===== config.mk =====
export PLATFORM = sky130hd
export DESIGN_NAME = serial_add_ctrl
export DESIGN_NICKNAME = d
export VERILOG_FILES = /design/src/rtl/serial_add_ctrl.sv
export SDC_FILE = /design/constraint.sdc
export NUM_CORES = 1
export LEC_CHECK = 0
export BUFFER_PORTS_ARGS = -buffer_cell sky130_fd_sc_hd__buf_2
export CORE_MARGIN = 2
export CORE_UTILIZATION = 45
export CTS_CLUSTER_DIAMETER = 100
export DETAILED_ROUTE_END_ITERATION = 10
export PLACE_DENSITY_LB_ADDON = 0.05
export SLEW_MARGIN = 20
export SYNTH_ARGS = -nofsm -noshare
export SYNTH_HDL_FRONTEND = slang
export SYNTH_SLANG_ARGS = --single-unit

===== constraint.sdc =====
create_clock -name clk -period 2.6 [get_ports clk]
set_input_delay 0.26 -clock clk [delete_from_list [all_inputs] [get_ports clk]]
set_output_delay 0.26 -clock clk [all_outputs]
set_load 0.02 [all_outputs]

===== src/rtl/serial_add_ctrl.sv =====
// Bit-serial adder sequencer: one shared full-adder stage, LSB first; done pulses WIDTH edges after start is accepted.
// start is accepted only in IDLE or DONE; it is ignored while busy.
module serial_add_ctrl #(
    parameter int WIDTH = 8
) (
    input  logic             clk,
    input  logic             rst,
    input  logic             start,
    input  logic [WIDTH-1:0] a,
    input  logic [WIDTH-1:0] b,
    input  logic             cin,
    output logic             busy,
    output logic             done,
    output logic [WIDTH-1:0] sum,
    output logic             cout
);
    localparam int CW = (WIDTH > 1) ? $clog2(WIDTH) : 1;
    localparam logic [CW-1:0] LAST = CW'(WIDTH - 1);

    typedef enum logic [1:0] {IDLE, RUN, DONE} state_t;

    state_t           state, state_nxt;
    logic [WIDTH-1:0] a_sh, b_sh, psum, psum_nxt;
    logic             carry, s, co;
    logic [CW-1:0]    cnt;
    logic             load, last;

    // The single shared full-adder stage.
    always_comb begin
        s        = a_sh[0] ^ b_sh[0] ^ carry;
        co       = (a_sh[0] & b_sh[0]) | (a_sh[0] & carry) | (b_sh[0] & carry);
        psum_nxt = psum >> 1;
        psum_nxt[WIDTH-1] = s;
    end

    always_ff @(posedge clk or posedge rst) begin
        if (rst) state <= IDLE;
        else     state <= state_nxt;
    end

    always_comb begin
        state_nxt = state;
        load      = 1'b0;
        busy      = 1'b0;
        done      = 1'b0;
        last      = (cnt == LAST);
        case (state)
            IDLE: begin
                if (start) begin
                    load      = 1'b1;
                    state_nxt = RUN;
                end
            end
            RUN: begin
                busy = 1'b1;
                if (last) state_nxt = DONE;
            end
            DONE: begin
                done = 1'b1;
                if (start) begin
                    load      = 1'b1;
                    state_nxt = RUN;
                end else begin
                    state_nxt = IDLE;
                end
            end
            default: state_nxt = IDLE;
        endcase
    end

    always_ff @(posedge clk or posedge rst) begin
        if (rst) begin
            a_sh  <= '0;
            b_sh  <= '0;
            psum  <= '0;
            carry <= 1'b0;
            cnt   <= '0;
            sum   <= '0;
            cout  <= 1'b0;
        end else if (load) begin
            a_sh  <= a;
            b_sh  <= b;
            carry <= cin;
            cnt   <= '0;
        end else if (state == RUN) begin
            a_sh  <= a_sh >> 1;
            b_sh  <= b_sh >> 1;
            psum  <= psum_nxt;
            carry <= co;
            cnt   <= cnt + 1'b1;
            // Result registers move only on the final bit, so partial sums never show.
            if (last) begin
                sum  <= psum_nxt;
                cout <= co;
            end
        end
    end
endmodule


After elaboration in Yosys (flattened, before gate mapping)
Cells that the tools add are included.

Register bits: 39. Bits of input ports: 20.

Reductions and logical operators: 6. Bitwise logic cells: 8. Eq/ne operators: 5. Add/sub/neg operators: 1. Mux-type cells: 16.

Operators by type and width (count): 8-bit two-way mux (4); 1-bit two-way mux (7); 3-bit two-way mux (2); 2-bit case mux with 3 select lines (1); 2-bit two-way mux (2); 2-bit != test, second input constant (2); 2-bit AND reduction (2); 3-bit by 1-bit adder with 3-bit output, second input constant (1); 1-bit AND (3); 3-bit equality test, second input constant (1); 3-bit AND reduction (1); 2-bit by 1-bit equality test with 1-bit output, second input constant (1); 2-bit equality test, second input constant (1); 2-bit zero test (1); 1-bit bitwise OR (2); 2-bit nonzero test (1); 2-bit OR reduction (1); 1-bit XOR (2); 1-bit NOT (1).

Depth between registers and ports, before layout
Gate-level depths: netlist of the first run.

Depth after elaboration: 5. Depth in mapped cells: 6. Gate-level depth less buffers: 5.

Worst setup path after synthesis of the first run
Ideal clock, no wire load.

Path type: reg2reg. From: register cnt[0]. To: register cout. Data arrival time: 1246 ps. Buffers on the path: 0. Clock period less this slack: 1371 ps. Required time: 2475 ps. Slack: 1229 ps. Stages on the path, launching flop included: 5. Path through: dfrtp_1 ha_1 ha_1 nand2_8 mux2_4.

Longest elaborated chain between the ends: 2.

Ends and longest elaborated chain: from (decl) (line 25) `logic [CW-1:0] cnt;`; from (signal assigned) (line 90) `cnt <= cnt + 1'b1;`; 3-bit equality test (line 46) `last = (cnt == LAST);`; 3-bit AND reduction (no source line); to (signal assigned) (line 94) `cout <= co;`; to (decl) (line 15) `output logic cout`.

No other way between the ends. A chain may end at the register's enable or synchronous reset.

Worst setup path in the final report of the first run
From: register state[1]. To: output busy.

Longest elaborated chain between the ends: 2.

Ends and longest elaborated chain: from (decl) (line 22) `state_t state, state_nxt;`; from (signal assigned) (line 38) `else state <= state_nxt;`; 2-bit by 1-bit equality test with 1-bit output (line 47) `case (state)`; 1-bit two-way mux (line 47); to (decl) (line 12) `output logic busy,`.

No other way between the ends.

==> results.sh, run 1 <==
export IMPL_ctsHtreeMaxLevel=2
export IMPL_placedInstanceArea_sq_um=1980
export IMPL_wirelength_um=3110
export IMPL_startpoint_of_the_most_critical_register_to_register_path="state[1]"
export IMPL_grt_first_pass_wirelength_um=5130
export IMPL_final_layout_size_suffix_gt1_frac=0.276
export IMPL_timing_final_crit_period_ps=1690
export IMPL_timing_final_crit_share=0.651
export IMPL_ctsRootBufferMaster="clkbuf_8"
export IMPL_total_switching_power_mw=0.910
export IMPL_total_leakage_power_nw=1.02
export IMPL_timing_critical_path_fanout_max=17
export IMPL_placed_cells_incl_taps=234
export IMPL_slowest_delay_ps=370
export IMPL_std_cell_rows=23
export IMPL_postSynthCellCount=162
export IMPL_die_width_um=67.4
export IMPL_finalSetupViolCount=0
export IMPL_clkSinkCount=38
export IMPL_critical_path_top_delay_family="buffers and inverters"
export IMPL_result_of_the_run="finished clean"
export IMPL_tritoncts="yes"
export IMPL_cell_by_cell_listing_of_the_critical_path="buf_4, nand2b_4, inv_8, buf_2"
export IMPL_timing_setup_critical_path_class="flop to output pin"
export IMPL_synth_ff_latch_count=38
export IMPL_crit_slowest_cell="dfrtp_1"
export IMPL_clockPowerShare=0.191
export IMPL_post_drt_wl_per_cell_um=12.9
export IMPL_start_kind="flop"
export IMPL_reg2reg_slack_ps=1090
export IMPL_startpoint="state[1]"
export IMPL_post_layout_nonfiller_instances=242
export IMPL_drt_pass1_iter_count=4
export IMPL_cts_repair_resize_count=0
export IMPL_worstReg2RegEnd="sum[3]"
export IMPL_clock_skew_ps=5.30
export IMPL_grt_pass1_vias=1145
export IMPL_worstPathArrival_ps=1430
export IMPL_ys_warnings_count=0
export IMPL_unrepaired_setup_endpoints_after_global_routing="false"
export IMPL_fmax_ghz=0.591
export IMPL_r2r_cells=5
export IMPL_worst_pin_slew_ps=485
export IMPL_die_height_um=67.4
export IMPL_clk_path_buf_depth=2
export IMPL_dpl_wire_length_um=2090
export IMPL_worst_path_buf_inv=3
export IMPL_hp_class="input port to async pin"
export IMPL_drc_errors=0
export IMPL_crit_cells=4
export IMPL_synthTopCellsByArea="dfrtp_1 (53%), mux2_4 (7.5%), mux2i_1 (5.5%)"
export IMPL_finish_instance_area_sq_um=2080
export IMPL_synth_seq_area_share=0.526
export IMPL_largest_net_degree_at_the_start_of_global_routing=39
export IMPL_power_share_combinational=0.396
export IMPL_syn_area_per_cell_sq_um=11.2
export IMPL_grt_ovfl_total=0
export IMPL_setup_worst_path_end_class="output pin"
export IMPL_drv_max_cap_violation_count=0
export IMPL_cts_clk_slew_worst_paths_ps=70
export IMPL_buffer_ports_inserted=30
export IMPL_via_count=1198
export IMPL_syn_cell_area_sq_um=1810
export IMPL_crit_required_ps=2340
export IMPL_synthesis_nets=185
export IMPL_power_density_nw_per_um2=1220
export IMPL_maxSlewViolCount=0
export IMPL_cts_post_setup_buffers_inserted=0
export IMPL_grt_antenna_before_repair=0
export IMPL_dieArea_sq_um=4540
export IMPL_sequentialPowerShare=0.413
export IMPL_report_power_total_mw=2.54
export IMPL_floorplan_io_pins=31
export IMPL_start_util=0.459
export IMPL_via_per_inst=4.95
export IMPL_finalHoldViolations=0
export IMPL_placeableCoreArea_sq_um=3940
export IMPL_clock_latency_ps=290
export IMPL_netSwitchingFraction=0.359
export IMPL_synth_top_area_frac=0.526
export IMPL_syn2layout_area_growth_pct=15.2
export IMPL_internal_power_mw=1.63
export IMPL_tritoncts_num_buffers=5
export IMPL_netlist_top_cell_by_area="dfrtp_1"
export IMPL_final_gp_congestion=0.712
export IMPL_nets=214
export IMPL_timing_slew_headroom=0.677
export IMPL_cts_hold_buffers_added=0
export IMPL_crit_end="busy"
export IMPL_drtAntennaViolNets=0
export IMPL_first_iter_violations=93
export IMPL_vdd_drop_max_mv=0.437
export IMPL_totalNegativeSetupSlack_ps=0
export IMPL_n_diodes=0
export IMPL_gr_usage_all_layers=0.154
export IMPL_count_of_different_cell_masters_after_synthesis=26
[metal layers]
metal,track usage,vias to the layer above,wire length (um)
met2,0.245,24,1510
met3,0.0583,7,154
met5,0,-,0
met4,0.0612,0,52
li1,-,607,-
met1,0.188,560,1400
[worst register-to-register path, cell delays in order, from the launching register on]
cell and delay (ps):
dfrtp_1 330, buf_4 240, nand2b_4 310, inv_8 80, nand2_8 130, mux2_4 310
[cell families (layout without fill, tap and decap cells)]
family / count (synthesis) / in the layout / synth area share
adders and majority gates: 3 / 3 / 0.0249
DFF: 38 / 38 / 0.526
and+or+nand+nor: 43 / 43 / 0.124
buffers and inverters: 21 / 51 / 0.0616
AOI/OAI and AO/OA: 35 / 35 / 0.116
xor gates and xnor gates: 1 / 1 / 0.00485
muxes: 21 / 21 / 0.143
[sequential cells by signal (all words and copies together), names as in the netlist]
signal / count
b_sh: 8
cout: 1
psum: 7
cnt: 3
a_sh: 8
carry: 1
state: 2
sum: 8
[Yosys cell counts (all sizes together)]
master,n
a211oi,8
a21oi,14
a22o,1
and2,1
buf,11
dfrtp,38
fa,1
ha,2
inv,10
mux2,11
mux2i,10
nand2,25
nand2b,4
nand3,3
nor2,1
nor2b,9
o21ai,5
o221ai,1
o22ai,6
xnor2,1
[worst min-delay path by stage]
stage | startpoint | to
after CTS | rst | b_sh[6]
final | rst | b_sh[7]
after floorplan | b[1] | b_sh[1]
after detailed placement | rst | b_sh[6]
after global routing | rst | psum[3]
after global placement | rst | b_sh[6]
[cell usage in the layout, fill, tap and decap left out]
master     instances
a22o_1             1
nor2_1             1
mux2_2             2
a21oi_1           14
mux2i_1           10
clkbuf_1           2
nor2b_1            9
dfrtp_1           38
nand2_8            1
nand3_1            3
clkbuf_8           5
buf_4              3
buf_2             30
nand2b_1           3
nand2b_4           1
o22ai_1            6
xnor2_1            1
bufinv_16          1
nand2_1           24
a211oi_1           8
ha_1               2
o221ai_1           1
inv_8              1
o21ai_0            5
mux2_4             9
fa_1               1
and2_1             1
inv_1              9
[final cells by class]
cell class              count  area (sq um)
clock buffers               7          76.3
clock inverters             1          30.0
fillers                   361          1860
inverters                  10          45.0
multi-input cells         103           746
flip-flops and latches     38           951
well taps                  50          62.6
repair buffers             33           173
[power by group through the flow]
stage	clock network [mW]	logic [mW]	registers (mW)
after floorplan	0	0.766	1.10
after global placement	0	1.00	1.05
after detailed placement	0	1.02	1.06
after CTS	0.498	1.03	1.05
after global routing	0.530	1.13	1.09
final	0.484	1.01	1.05
[stage by stage]
step                utilization  hold WS, ps  setup WS [ps]
finish                    0.528         69.2            907
global route              0.528          128            819
CTS                       0.528         86.4            890
detailed placement        0.501          400           1080
global placement          0.501          390           1110
floorplan                     -          442           1230
Power figures use the tool's default switching activity.
==> run 2, diff against run 1 <==
==> constraint.sdc (replaced) <==
create_clock -name clk -period 1.7 [get_ports clk]
set_input_delay 0.17 -clock clk [delete_from_list [all_inputs] [get_ports clk]]
set_output_delay 0.17 -clock clk [all_outputs]
set_load 0.02 [all_outputs]
==> run 2 against run 1 <==
Effect of this change: combinational power rose by 52%; critical path depth did not move; routed wire length rose by 0.32%; clock power rose by 32%; sequential cell count did not move; setup slack got worse by 650 ps; count of clock-buffer cells in the layout did not move; first-iteration DRC count fell by 49%; global-route usage rose by 1.3 points; worst hold slack improved by 83 ps; highest routed layer unchanged.
==> results.sh, run 2 (same netlist as run 1, synthesis figures left out) <==
export IMPL_result_of_the_run="finished clean"
export IMPL_final_layout_size_suffix_gt1_frac=0.284
export IMPL_clock_latency_ps=290
export IMPL_cell_by_cell_listing_of_the_critical_path="ha_1, ha_1, nand2_8, mux2_4"
export IMPL_grt_first_pass_wirelength_um=5540
export IMPL_post_drt_wl_per_cell_um=12.8
export IMPL_fmax_ghz=0.693
export IMPL_n_diodes=0
export IMPL_ctsHtreeMaxLevel=2
export IMPL_timing_setup_critical_path_class="flop to flop"
export IMPL_dieArea_sq_um=4540
export IMPL_maxSlewViolCount=0
export IMPL_floorplan_io_pins=31
export IMPL_grt_antenna_before_repair=0
export IMPL_die_height_um=67.4
export IMPL_timing_final_crit_share=0.849
export IMPL_ctsRootBufferMaster="clkbuf_8"
export IMPL_final_gp_congestion=0.655
export IMPL_drtAntennaViolNets=0
export IMPL_via_count=1201
export IMPL_power_density_nw_per_um2=1810
export IMPL_hp_class="input port to flop"
export IMPL_buffer_ports_inserted=30
export IMPL_min_from="b[5]"
export IMPL_timing_critical_path_fanout_max=10
export IMPL_worstPathArrival_ps=1610
export IMPL_final_hold_worst_slack_ps=153
export IMPL_dpl_wire_length_um=2100
export IMPL_drv_max_cap_violation_count=0
export IMPL_die_width_um=67.4
export IMPL_layout_top_registers="a_sh x8, b_sh x8, sum x8"
export IMPL_slowest_delay_ps=410
export IMPL_crit_required_ps=1870
export IMPL_min_delay_worst_endpoint="b_sh[5]"
export IMPL_critical_path_top_delay_family="adder cells"
export IMPL_tritoncts="yes"
export IMPL_cts_clk_slew_worst_paths_ps=70
export IMPL_clk_path_buf_depth=2
export IMPL_first_iter_violations=47
export IMPL_layout_commonest_cell="dfrtp_1"
export IMPL_holdPathStages=3
export IMPL_setup_worst_path_end_class="flop"
export IMPL_drt_pass1_iter_count=4
export IMPL_via_per_inst=4.92
export IMPL_reg2reg_slack_ps=260
export IMPL_startpoint_of_the_most_critical_register_to_register_path="cnt[0]"
export IMPL_totalNegativeSetupSlack_ps=0
export IMPL_worst_pin_slew_ps=479
export IMPL_total_leakage_power_nw=1.02
export IMPL_gr_usage_all_layers=0.166
export IMPL_nets=216
export IMPL_drc_errors=0
export IMPL_syn2layout_area_growth_pct=15.4
export IMPL_wirelength_um=3120
export IMPL_cts_repair_resize_count=0
export IMPL_finalHoldViolations=0
export IMPL_start_kind="flop"
export IMPL_crit_top_cell="ha_1"
export IMPL_timing_slew_headroom=0.681
export IMPL_most_common_layout_cells="dfrtp_1 (38), buf_2 (30), nand2_1 (24), a21oi_1 (14), mux2i_1 (10)"
export IMPL_timing_final_crit_period_ps=1440
export IMPL_worstReg2RegEnd="cout"
export IMPL_unrepaired_setup_endpoints_after_global_routing="false"
export IMPL_tritoncts_num_buffers=5
export IMPL_finalSetupViolCount=0
export IMPL_largest_net_degree_at_the_start_of_global_routing=39
export IMPL_r2r_cells=4
export IMPL_start_util=0.459
export IMPL_report_power_total_mw=3.78
export IMPL_clock_skew_ps=6.46
export IMPL_vdd_drop_max_mv=0.795
export IMPL_grt_pass1_vias=1207
export IMPL_clkSinkCount=38
export IMPL_crit_slowest_cell="dfrtp_1"
export IMPL_placeableCoreArea_sq_um=3940
export IMPL_worst_path_buf_inv=0
export IMPL_grt_ovfl_total=0
export IMPL_std_cell_rows=23
==> run 2: cell count changes in the layout (fill, tap and decap cells not counted), sizes merged <==
cell and delta:
buf +1, bufinv -1, clkinv +1, dlygate4sd3 +1
==> run 2: report_power, final <==
group	internal [mW]	leakage, nW	switching (mW)	total [mW]
sequential	1.33	0.467	0.275	1.60
combinational	0.724	0.507	0.820	1.54
clock	0.327	0.0482	0.309	0.637
total	2.38	1.02	1.40	3.78
==> run 2: tightest hold or removal path, delay by kind of cell <==
kind | cells | cell delay [ps]
AOI/OAI and AO/OA | 2 | 150
buffers and inverters | 1 | 80
==> run 2: worst max path at each step <==
stage | from | end | slack [ps] | cells after the start
after floorplan | cnt[0] | cout | 330 | 4
after global placement | cnt[0] | cout | 290 | 4
after detailed placement | cnt[0] | sum[0] | 260 | 4
after CTS | cnt[0] | sum[0] | 250 | 4
after global routing | cnt[0] | sum[3] | 190 | 4
final | cnt[0] | cout | 260 | 4
==> run 2: through the flow <==
stage	utilization	setup slack [ps]	instance area (sq um)	std cells
after floorplan	-	329	1810	162
after global placement	0.503	291	1980	235
after detailed placement	0.503	261	1980	235
after CTS	0.529	246	2090	244
after global routing	0.529	191	2090	244
final	0.529	256	2090	244
==> run 2: per-layer routing <==
layer	global-route usage	share of wire	routed length [um]
met5	0	0	0
met3	0.0533	0.046	143
met4	0.0689	0.018	55
met2	0.265	0.48	1490
met1	0.209	0.46	1440
==> run 2: cell type report <==
cell class / count / area [sq um]
Clock buffer: 7 / 86.3
Inverter: 10 / 45.0
Tap cell: 50 / 62.6
Clock inverter: 1 / 5.00
Timing Repair Buffer: 35 / 190
Fill cell: 352 / 1860
Sequential cell: 38 / 951
Multi-Input combinational cell: 103 / 746
==> run 2: timing repair <==
item                       in CTS  in global routing
setup endpoints to repair       0                  0
buffers inserted                0                  0
hold endpoints to repair        3                  0
hold buffers                    1                  0
